## src/rtl/icache_pkg.sv

```systemverilog
// ============================================================================
//  icache_pkg : shared geometry, widths and FSM encoding for the I-cache refill
//  Revision   : 1.0
// ============================================================================
`default_nettype none

package icache_pkg;

   localparam int PAGE_BITS  = 12;
   localparam int BEAT_BYTES = 8;
   localparam int BEATS      = (1 << PAGE_BITS) / BEAT_BYTES;
   localparam int TAG_W      = 64 - PAGE_BITS;
   localparam int IDX_W      = $clog2(BEATS);
   localparam int OFF_W      = $clog2(BEAT_BYTES);

   typedef enum logic [1:0] {
      IDLE   = 2'd0,
      REQ    = 2'd1,
      WAIT   = 2'd2,
      COMMIT = 2'd3
   } state_e;

endpackage

`default_nettype wire

```

## src/rtl/icache_beat_ctr.sv

```systemverilog
// ============================================================================
//  icache_beat_ctr : wrapping beat index plus an independent remaining-beat
//                    count, so a refill can start mid-page and still end.
//  Revision        : 1.0
// ============================================================================
`default_nettype none

module icache_beat_ctr
   import icache_pkg::*;
(
   input  logic             clk,
   input  logic             rst,
   input  logic             load_i,
   input  logic             adv_i,
   input  logic [IDX_W-1:0] start_idx_i,
   output logic [IDX_W-1:0] idx_o,
   output logic             last_o
);

   logic [IDX_W-1:0] idx_q, idx_d;
   logic [IDX_W-1:0] rem_q, rem_d;

   always_comb begin
      idx_d = idx_q;
      rem_d = rem_q;
      if (load_i) begin
         idx_d = start_idx_i;
         rem_d = IDX_W'(BEATS - 1);
      end else if (adv_i) begin
         // index wraps modulo BEATS through natural overflow
         idx_d = idx_q + IDX_W'(1);
         rem_d = rem_q - IDX_W'(1);
      end
   end

   always_ff @(posedge clk) begin
      if (rst) begin
         idx_q <= '0;
         rem_q <= '0;
      end else begin
         idx_q <= idx_d;
         rem_q <= rem_d;
      end
   end

   assign idx_o  = idx_q;
   assign last_o = (rem_q == '0);

endmodule

`default_nettype wire

```

## src/rtl/icache_refill_ctrl.sv

```systemverilog
// ============================================================================
//  icache_refill_ctrl : page refill sequencer between fetch, cache arrays and
//                       the memory bus. Option: ICACHE_CRITICAL_WORD_FIRST_EN
//  Revision           : 1.0
// ============================================================================
`default_nettype none

module icache_refill_ctrl
   import icache_pkg::*;
(
   input  logic             clk,
   input  logic             rst,
   input  logic             miss_valid,
   input  logic [63:0]      miss_addr,
   input  logic             flush,
   output logic             busy,
   output logic             mem_req,
   output logic [63:0]      mem_addr,
   input  logic             mem_gnt,
   input  logic             mem_rvalid,
   input  logic [63:0]      mem_rdata,
   output logic             arr_we,
   output logic [IDX_W-1:0] arr_idx,
   output logic [63:0]      arr_wdata,
   output logic             tag_we,
   output logic [TAG_W-1:0] tag_wdata,
   output logic             tag_valid
);

   state_e           state_q, state_d;
   logic [TAG_W-1:0] base_q, base_d;
   logic             tag_valid_q, tag_valid_d;
   logic             drop_q, drop_d;

   logic             w_ctr_load;
   logic             w_ctr_adv;
   logic             w_ctr_last;
   logic [IDX_W-1:0] w_ctr_idx;
   logic [IDX_W-1:0] w_start_idx;
   logic             w_unused_addr;

`ifdef ICACHE_CRITICAL_WORD_FIRST_EN
   assign w_start_idx = miss_addr[PAGE_BITS-1:OFF_W];
`else
   assign w_start_idx = '0;
`endif
   assign w_unused_addr = ^miss_addr[PAGE_BITS-1:0];

   icache_beat_ctr u_beat_ctr (
      .clk         (clk),
      .rst         (rst),
      .load_i      (w_ctr_load),
      .adv_i       (w_ctr_adv),
      .start_idx_i (w_start_idx),
      .idx_o       (w_ctr_idx),
      .last_o      (w_ctr_last)
   );

   always_comb begin
      state_d     = state_q;
      base_d      = base_q;
      tag_valid_d = tag_valid_q;
      drop_d      = drop_q;
      w_ctr_load  = 1'b0;
      w_ctr_adv   = 1'b0;
      mem_req     = 1'b0;
      arr_we      = 1'b0;
      tag_we      = 1'b0;

      if (flush) tag_valid_d = 1'b0;

      case (state_q)
         IDLE: begin
            if (miss_valid && !flush) begin
               base_d      = miss_addr[63:PAGE_BITS];
               tag_valid_d = 1'b0;
               drop_d      = 1'b0;
               w_ctr_load  = 1'b1;
               state_d     = REQ;
            end
         end
         REQ: begin
            if (flush) begin
               state_d = IDLE;
            end else begin
               mem_req = 1'b1;
               if (mem_gnt) state_d = WAIT;
            end
         end
         WAIT: begin
            // the outstanding read must drain before a flush can retire
            if (flush) drop_d = 1'b1;
            if (mem_rvalid) begin
               if (flush || drop_q) begin
                  drop_d  = 1'b0;
                  state_d = IDLE;
               end else begin
                  arr_we = 1'b1;
                  if (w_ctr_last) begin
                     state_d = COMMIT;
                  end else begin
                     w_ctr_adv = 1'b1;
                     state_d   = REQ;
                  end
               end
            end
         end
         COMMIT: begin
            state_d = IDLE;
            if (!flush) begin
               tag_we      = 1'b1;
               tag_valid_d = 1'b1;
            end
         end
         default: state_d = IDLE;
      endcase
   end

   always_ff @(posedge clk) begin
      if (rst) begin
         state_q     <= IDLE;
         base_q      <= '0;
         tag_valid_q <= 1'b0;
         drop_q      <= 1'b0;
      end else begin
         state_q     <= state_d;
         base_q      <= base_d;
         tag_valid_q <= tag_valid_d;
         drop_q      <= drop_d;
      end
   end

   assign busy      = (state_q != IDLE);
   assign mem_addr  = {base_q, w_ctr_idx, {OFF_W{1'b0}}};
   assign arr_idx   = w_ctr_idx;
   assign arr_wdata = arr_we ? mem_rdata : '0;
   assign tag_wdata = base_q;
   assign tag_valid = tag_valid_q;

endmodule

`default_nettype wire
```

## config.mk

```make
export PLATFORM = sky130hd
export DESIGN_NAME = icache_refill_ctrl
export DESIGN_NICKNAME = d
export VERILOG_FILES = /design/src/rtl/icache_pkg.sv /design/src/rtl/icache_beat_ctr.sv /design/src/rtl/icache_refill_ctrl.sv
export SDC_FILE = /design/constraint.sdc
export NUM_CORES = 1
export LEC_CHECK = 0
export ABC_AREA = 1
export BUFFER_PORTS_ARGS = -buffer_cell sky130_fd_sc_hd__buf_2
export CORE_ASPECT_RATIO = 0.6
export CORE_MARGIN = 10
export CORE_UTILIZATION = 41
export DETAILED_ROUTE_END_ITERATION = 16
export GPL_TIMING_DRIVEN = 0
export PLACE_DENSITY = 0.81
export SYNTH_ARGS = -nofsm -noshare
export SYNTH_HDL_FRONTEND = slang
export SYNTH_HIERARCHICAL = 1
export SYNTH_SLANG_ARGS = --single-unit
```

## constraint.sdc

```tcl
create_clock -name clk -period 2.6 [get_ports clk]
set_input_delay 0.13 -clock clk [delete_from_list [all_inputs] [get_ports clk]]
set_output_delay 0.13 -clock clk [all_outputs]
set_load 0.005 [all_outputs]
```

== Yosys cells after proc, flatten, opt, wreduce, memory -nomap -nowiden ==
Cells that the tools add are included.

* Flip-flop bits (word level): 74
* Bits of input ports: 134
* Output and inout bits: 194
* Logic and storage cells: 57

* Add/subtract/negate cells: 2
* Equality and inequality tests: 6
* Mux-type cells: 31
* Reductions and logical operators: 12

{| class="wikitable"
|+ Operators with widths
! operator !! count
|-
| 64-bit 2-to-1 mux || 1
|-
| 1-bit 2-to-1 mux || 19
|-
| 9-bit 2-to-1 mux || 2
|-
| 2-bit 2-to-1 mux || 6
|-
| 9-bit by 1-bit adder with 9-bit output (second input constant) || 1
|-
| 9-bit logical NOT || 1
|-
| 9-bit by 1-bit subtractor with 9-bit output (second input constant) || 1
|-
| 2-bit case mux with 4 select lines || 1
|-
| 2-bit nonzero test || 3
|-
| 2-bit equality test (second input constant) || 2
|-
| 2-bit inequality test (second input constant) || 2
|-
| 1-bit case mux with 2 select lines || 2
|-
| 2-bit AND reduction || 2
|-
| 3-bit inequality test (second input constant) || 1
|-
| 3-bit AND reduction || 1
|-
| 2-bit by 1-bit equality test with 1-bit output (second input constant) || 1
|-
| 2-bit logical NOT || 1
|-
| 2-bit OR reduction || 1
|-
| 1-bit logical AND || 1
|-
| 1-bit logical NOT || 1
|-
| 1-bit logical OR || 1
|}

== Depth between registers and ports, before layout ==
Gate-level depths: netlist of run 1.

* Depth after elaboration: 7
* Depth in mapped cells: 15
* Mapped depth without buffers: 14

== Modules after synthesis ==
Netlist of run 1, hierarchy kept.

{| class="wikitable"
|+ By module, submodules not included
! module !! instances !! cells an instance !! area each (sq um) !! sequential area each (sq um)
|-
| icache_refill_ctrl || 1 || 479 || 3573.4 || 1121.1
|-
| icache_beat_ctr || 1 || 138 || 948.4 || 360.3
|}

== Worst setup path after synthesis of run 1 ==
No wires, ideal clock.

* Path kind: register to register
* From: register state_q[0]
* To: register u_beat_ctr.idx_q[3], in the netlist u_beat_ctr/idx_o[3]
* Setup time: 115 ps
* Arrival: 1956 ps
* Required time: 2485 ps
* Path slack: 528 ps
* Stages on the path, launching flop included: 13
* Buffers on the path: 1
* Period minus slack after synthesis: 2072 ps
* Cells stage by stage: dfxtp_1 > inv_1 > ha_1 > nand2_2 > nor2_4 > inv_2 > buf_6 > nor2_1 > inv_1 > nor2_1 > inv_1 > o21ai_0 > inv_1

* Elaborated cells on any way between the ends: 5
* Those cells by class: eq/ne: 1; mux: 2; reduce/logical: 2

{| class="wikitable"
|+ RTL lines
! element !! line !! source
|-
| start: declaration || icache_refill_ctrl.sv:30 || <nowiki>state_e state_q, state_d;</nowiki>
|-
| start signal: assignment || icache_refill_ctrl.sv:126 || <nowiki>state_q <= state_d;</nowiki>
|-
| 2-bit equality test || icache_refill_ctrl.sv:72 || <nowiki>case (state_q)</nowiki>
|-
| 1-bit 2-to-1 mux || icache_refill_ctrl.sv:72 ||
|-
| named net w_ctr_adv || icache_refill_ctrl.sv:36 || <nowiki>logic w_ctr_adv;</nowiki>
|-
| end signal: assignment || icache_beat_ctr.sv:41 || <nowiki>idx_q <= idx_d;</nowiki>
|-
| end: declaration || icache_beat_ctr.sv:20 || <nowiki>logic [IDX_W-1:0] idx_q, idx_d;</nowiki>
|}

The timed path passes the listed nets, and every way through them passes these cells.
A chain may end at the register's enable or synchronous reset.

== Worst setup path in the final report of run 1 ==
Same ends and word-level chain as after synthesis.

==> results.md, run 1 <==
- Routing usage on met2: 35.5%
- Share of post-route cells with drive strength above 1: 49.3%
- Status: completed
- Largest net degree at the start of global routing: 17
- Chip width: 156 um
- Main synth FF type: dfxtp_1
- WL/cell: 14.8 um
- Final #Nets: 1,091
- Highest-count cells in the layout ignoring fill and taps: buf_2 (324), nand2_1 (140), inv_1 (93)
- DR vias/cell: between 4 and 5
- GP Congestion: 0.829
- Area leader, netlist: dfxtp_1
- First-pass GRT wire length: 24.9 mm
- Synthesis-to-layout area growth: 46.3%
- M1 GR Usage: 21.9%
- Top-area cell type share of the netlist area: roughly a third
- Total track usage: between 10% and 20%
- First drt pass iteration count: 4
- Async SR Flop Fraction: 0%
- Via count: between 4,000 and 5,000
- # Post-CTS Setup Buffers: 0
- CP max FO: 10
- Register bit total from synthesis: 74
- Post-route ant nets: 0
- Clock Latency Late Sink: 0.33 ns
- Fill count: 982
- Final Cycle Share: 87.7%
- Worst Setup Start Kind: register
- HP Class: in2reg
- Routed WL: 16.3 mm
- Switching Share: about 30%
- Mapped Cells: 617
- Number of global-route vias before repair: 4,700
- Remaining DRCs: 0
- Clk sinks: between 70 and 80
- Crit. End Element: register
- Max-cap violation count: 0
- Switch Pwr: 0.995 mW
- Hpwl dp: 14.0 mm
- Met3 Use GR: 4.87%
- Critical Path AT: 2.50 ns
- # setup viols final: 0
- Commonest non-fill, non-tap cell in the layout: buf_2
- Maximum vdd drop: 0.000303 V
- Kind of critical path: reg2reg
- Worst-Margin Slew: 0.549 ns
- Internal power: 2.34 mW
- CORE AREA: 10,700 um^2
- Worst rel slew slack: 63.3%
- Seq pwr share: around two fifths
- Final global-route overflow total: 0
- Tmin final: roughly 2.3 ns
- Synth Warn #: 6
- Row count: 29
- CTS Hold Buffers Added: 0
- Die footprint: ~16,000 um^2
- Post-synth EDFFs: 0
- Clk pwr share: 39.0%
- CTS root buf: clkbuf_16
- Initial Util: ~42%
- Syn avg cell area: 7.33 um^2
- Sequential element share of the synthesized area: 32.8%
- Leak: slightly below 4 nW
- Slew Viols, Final: 0
- RSZ-0062 raised after global routing: false
- Cell variety after synth: 33
- Clk slew on worst S/H paths: 0.07 ns
- Worst EP required: around 2.8 ns
- Number of buffers created by CTS: 9
- Pwr dens: 505 nW/um^2
- Placed Cells: ~1,100
- Initial antenna violation count: 1
- Iteration-0 DRC Markers: 191
- Finished Layout Cells: 1,095
- Die Height: 101 um
- CTS tree: done
- Combinational fraction of design power: 22.0%
- Port bufs: 311
- Final Skew: 0.00914 ns
- H-tree levels: 3
- Achievable frequency: between 400 and 500 MHz
- Setup TNS: 0 ns
- Post-CTS Resized: 0
- Most used routing layer in global routing: met2
- Deepest clock path buffer count: 2
- Mapped cell area: 4520 um^2
- Final hold violations: 0
- I/O pin count: between 300 and 400
- Ranking of synthesized cells by area: dfxtp_1 (33%), nor2_4 (13%), nand2_1 (12%)
==> Yosys cell counts, types with 2 or more instances <==
cell	n
nand2_1	140
inv_1	93
dfxtp_1	74
a21oi_1	64
buf_4	64
nor2_4	51
nor2_1	40
nand3_1	18
buf_2	13
o21ai_0	12
ha_1	7
buf_12	5
clkbuf_1	4
inv_2	4
nand3b_1	3
nor3_1	3
xor2_1	3
a22oi_1	2
a31oi_1	2
buf_1	2
==> kinds of logic (layout without fill, tap and decap cells) <==
group	Yosys count	count (layout)	synth area share, %
AND/OR/NAND/NOR	259	259	31.4
buffers and inverters	187	514	23.2
AO/OA/AOI/OAI	85	85	9.91
flip-flops	74	74	32.8
adder cells (fa/ha/maj)	7	7	1.94
XOR/XNOR	4	4	0.775
other	1	13	0.0829
==> power groups by stage <==
stage / combinational [mW] / clock (mW) / sequential, mW
2_1_floorplan: 0.423 / 0 / 1.31
3_3_place_gp: 0.725 / 0 / 1.32
3_5_place_dp: 0.737 / 0 / 1.32
4_1_cts: 0.740 / 1.33 / 1.30
5_1_grt: 0.827 / 1.38 / 1.31
6_report: 0.736 / 1.30 / 1.30
==> final timing paths <==
check                            startpoint                                to  slack, ns  cells after the start
setup / recovery    state_q[0]$_SDFFE_PP0P_  u_beat_ctr/idx_o[3]$_SDFFE_PP0P_       0.32                     12
hold / removal                miss_addr[40]        tag_wdata[28]$_SDFFE_PP0P_       0.04                      3
setup reg to reg    state_q[0]$_SDFFE_PP0P_  u_beat_ctr/idx_o[3]$_SDFFE_PP0P_       0.32                     12
hold reg to reg   tag_wdata[1]$_SDFFE_PP0P_         tag_wdata[1]$_SDFFE_PP0P_       0.48                      2
==> layout make-up <==
| type | instances | area [um^2] | area share [%] |
|---|---|---|---|
| Clock inverter | 7 | 90.1 | 1.36 |
| Antenna cell | 1 | 2.50 | 0.0378 |
| Inverter | 98 | 368 | 5.56 |
| Multi-Input combinational cell | 367 | 2040 | 30.8 |
| Sequential cell | 74 | 1480 | 22.4 |
| Buffer | 89 | 679 | 10.3 |
| Tap cell | 139 | 174 | 2.63 |
| Timing Repair Buffer | 311 | 1560 | 23.5 |
| Clock buffer | 9 | 225 | 3.40 |
==> worst max-delay path, stage by stage, from the launching register on <==
cell	delay, ns
dfxtp_1	0.33
inv_1	0.13
ha_1	0.25
nand2_2	0.10
nor2_4	0.10
inv_2	0.04
buf_6	0.16
nor2_2	0.24
inv_1	0.14
nor2_2	0.29
inv_1	0.15
o21ai_0	0.19
inv_1	0.05
==> registers in the layout, summed over array words and instances (netlist names) <==
| name | count |
|---|---|
| u_beat_ctr/rem_q | 9 |
| tag_wdata | 52 |
| u_beat_ctr/idx_o | 9 |
| state_q | 2 |
| drop_q | 1 |
| tag_valid | 1 |
==> through the flow <==
stage	setup slack [ns]	cell area [um^2]	power (mW)	utilization, %	hold slack, ns
after floorplan	0.528	4560	1.74	-	0.273
after global placement	0.0705	6290	2.05	59.0	0.380
after detailed placement	0.0469	6290	2.06	59.0	0.385
after CTS	0.0199	6610	3.37	62.0	0.0288
after global routing	0.0430	6620	3.53	62.0	0.0282
final	0.321	6620	3.34	62.0	0.0390
==> routing by layer <==
layer	part of all wire [%]	routed length (um)	vias to the layer above
met4	1.3	204	0
li1	-	-	2455
met3	6.5	1060	16
met2	52	8460	159
met5	0	0	-
met1	40	6530	2113
(Power assumes the default switching activity.)
==> run 2: changes to the inputs <==
RECOVER_POWER = 50   (was not set)
==> run 2 against run 1 <==
  * Routed wire length is essentially flat
  * Critical path depth fell by 2
  * Power decreased by 0.42%
  * Die area stayed put
  * Clock power about the same
  * Sequential power barely moved
  * First-iteration DRC count fell by 0.52%
  * Via count is essentially flat
  * Fmax decreased by 0.24%
  * Non-clock buffer count unchanged
  * Critical path type unchanged
==> results.md, run 2 (synthesized netlist as in run 1, its figures left out) <==
- Final setup margin: 0.315 ns (was 0.321 ns)
- Number of global-route vias before repair: 4,700 (unchanged)
- First-pass GRT wire length: 24.9 mm (unchanged)
- Worst-Margin Slew: 0.537 ns (was 0.549 ns)
- Status: completed (unchanged)
- Fill count: 1,015 (was 982)
- CTS Hold Buffers Added: 0 (unchanged)
- Seq pwr share: 39.1% (was 38.9%)
- CORE AREA: 10,700 um^2 (unchanged)
- Post-CTS Resized: 0 (unchanged)
- Post-route ant nets: 0 (unchanged)
- Clk slew on worst S/H paths: 0.07 ns (about the same)
- H-tree levels: 3 (unchanged)
- Max reg flops: 52 (unchanged)
- Clk sinks: 74 (unchanged)
- CP max FO: 16 (was 10)
- Worst rel slew slack: 64.1% (was 63.3%)
- Largest net degree at the start of global routing: 17 (unchanged)
- Total track usage: 19.3% (unchanged)
- Share of post-route cells with drive strength above 1: 42.4% (was 49.3%)
- Achievable frequency: 438 MHz (was 439 MHz)
- CP Cell Sequence: inv_1 -> ha_1 -> nand3_4 -> inv_2 -> buf_2 -> nor2_1 -> nor2_1 -> nand3_1 -> o21ai_0 -> a21oi_1 (was inv_1 -> ha_1 -> nand2_2 -> nor2_4 -> inv_2 -> buf_6 -> nor2_2 -> inv_1 -> nor2_2 -> inv_1 -> o21ai_0 -> inv_1)
- Chip width: 156 um (unchanged)
- Buf+Inv Stages, Crit Path: 3 (was 6)
- Final hold slack: 0.0354 ns (was 0.0390 ns)
- Worst Setup Start Kind: register (unchanged)
- RSZ-0062 raised after global routing: false (unchanged)
- Tmin final: 2.28 ns (about the same)
- Pwr dens: 509 nW/um^2 (was 505 nW/um^2)
- Finished Layout Cells: 1,095 (unchanged)
- Final global-route overflow total: 0 (unchanged)
- CTS root buf: clkbuf_16 (unchanged)
- Clk pwr share: 39.4% (was 39.0%)
- Max-cap violation count: 0 (unchanged)
- Maximum vdd drop: 0.000305 V (was 0.000303 V)
- GP Congestion: 0.829 (unchanged)
- Hpwl dp: 14.0 mm (unchanged)
- Highest-count cells in the layout ignoring fill and taps: buf_2 (259), nand2_1 (140), inv_1 (93) (was buf_2 (324), nand2_1 (140), inv_1 (93))
- # Post-CTS Setup Buffers: 0 (unchanged)
- Remaining DRCs: 0 (unchanged)
- Final hold violations: 0 (unchanged)
- Leak: 3.54 nW (was 3.84 nW)
- Routed WL: 16.3 mm (about the same)
- Combinational fraction of design power: 21.5% (was 22.0%)
- Number of buffers created by CTS: 9 (unchanged)
- Slew Viols, Final: 0 (unchanged)
- Port bufs: 311 (unchanged)
- Switching Share: 30.2% (was 29.8%)
- Final #Nets: 1,091 (unchanged)
- Deepest clock path buffer count: 2 (unchanged)
- Top delay family on crit path: simple AND/OR/NAND/NOR gates (unchanged)
- Slowest stage cell, crit path: buf_2 (was dfxtp_1)
- Die footprint: 15,800 um^2 (unchanged)
- Kind of critical path: reg2reg (unchanged)
- Max incr delay on CP: 0.34 ns (was 0.33 ns)
- Initial Util: 42.4% (unchanged)
- # setup viols final: 0 (unchanged)
- Clock Latency Late Sink: 0.33 ns (about the same)
- Switch Pwr: 1.00 mW (was 0.995 mW)
- Setup TNS: 0 ns (unchanged)
- Iteration-0 DRC Markers: 190 (was 191)
- Die Height: 101 um (unchanged)
- Placed Cells: 1,078 (unchanged)
- Critical Path AT: 2.50 ns (about the same)
- CTS tree: done (unchanged)
- First drt pass iteration count: 4 (unchanged)
- HP Class: in2reg (unchanged)
- Internal power: 2.32 mW (was 2.34 mW)
- Row count: 29 (unchanged)
- Commonest non-fill, non-tap cell in the layout: buf_2 (unchanged)
- Initial antenna violation count: 1 (unchanged)
- Crit. End Element: register (unchanged)
- WL/cell: 14.9 um (was 14.8 um)
- Most used cell, CP: nor2_1 (was inv_1)
- I/O pin count: 328 (unchanged)
- Final Cycle Share: 87.9% (was 87.7%)
- Via count: 4,744 (was 4,743)
- Worst EP required: 2.81 ns (was 2.82 ns)
- DR vias/cell: 4.33 (about the same)
- Post-Place Setup Slack: 0.0469 ns (unchanged)
- Synthesis-to-layout area growth: 44.4% (was 46.3%)
- Final Skew: 0.0105 ns (was 0.00914 ns)
run 2: cell types whose count changed in the layout (fill, tap and decap cells not counted), sizes merged:
cell,previous run,this run
buf,396,273
clkbuf,13,136
run 2: layout make-up:
class | count | area (um^2) | area share [%]
multi-input combinational | 367 | 2040 | 31.2
sequential | 74 | 1480 | 22.7
timing repair buffer | 311 | 1480 | 22.6
buffer | 89 | 674 | 10.3
inverter | 98 | 368 | 5.63
clock buffer | 9 | 225 | 3.45
tap | 139 | 174 | 2.66
clock inverter | 7 | 90.1 | 1.38
antenna | 1 | 2.50 | 0.0383
run 2: path summary, 6_finish.rpt:
check	to	slack, ns	cells after the start	start
worst max-delay path	u_beat_ctr/rem_q[5]$_SDFFE_PP0P_	0.32	10	state_q[0]$_SDFFE_PP0P_
worst min-delay path	tag_wdata[28]$_SDFFE_PP0P_	0.04	3	miss_addr[40]
worst max register to register	u_beat_ctr/rem_q[5]$_SDFFE_PP0P_	0.32	10	state_q[0]$_SDFFE_PP0P_
worst min register to register	tag_wdata[1]$_SDFFE_PP0P_	0.48	2	tag_wdata[1]$_SDFFE_PP0P_
run 2: power by group through the flow:
stage,logic (mW),registers [mW],clock network (mW)
after floorplan,0.423,1.31,0
after global placement,0.725,1.32,0
after detailed placement,0.737,1.32,0
after CTS,0.740,1.30,1.33
after global routing,0.805,1.31,1.38
final,0.714,1.30,1.31
run 2: metal layers:
layer,track usage [%],wire (um),vias up
li1,-,-,2457
met1,21.9,6590,2118
met2,35.5,8420,155
met3,4.87,1060,14
met4,5.30,184,0
met5,0,0,-
run 2: worst register-to-register path: cells and delay by family, from the launching register on:
family,cells,cell delay (ns)
and+or+nand+nor,4,0.68
buffers and inverters,3,0.62
DFF,1,0.33
adders and majority gates,1,0.29
AOI/OAI and AO/OA,2,0.25
run 2: per-stage QoR:
stage / total power [mW] / area (um^2) / util, %
floorplan: 1.74 / 4560 / -
global placement: 2.05 / 6290 / 59.0
detailed placement: 2.06 / 6290 / 59.0
CTS: 3.37 / 6610 / 62.0
global route: 3.50 / 6530 / 61.2
finish: 3.32 / 6530 / 61.2
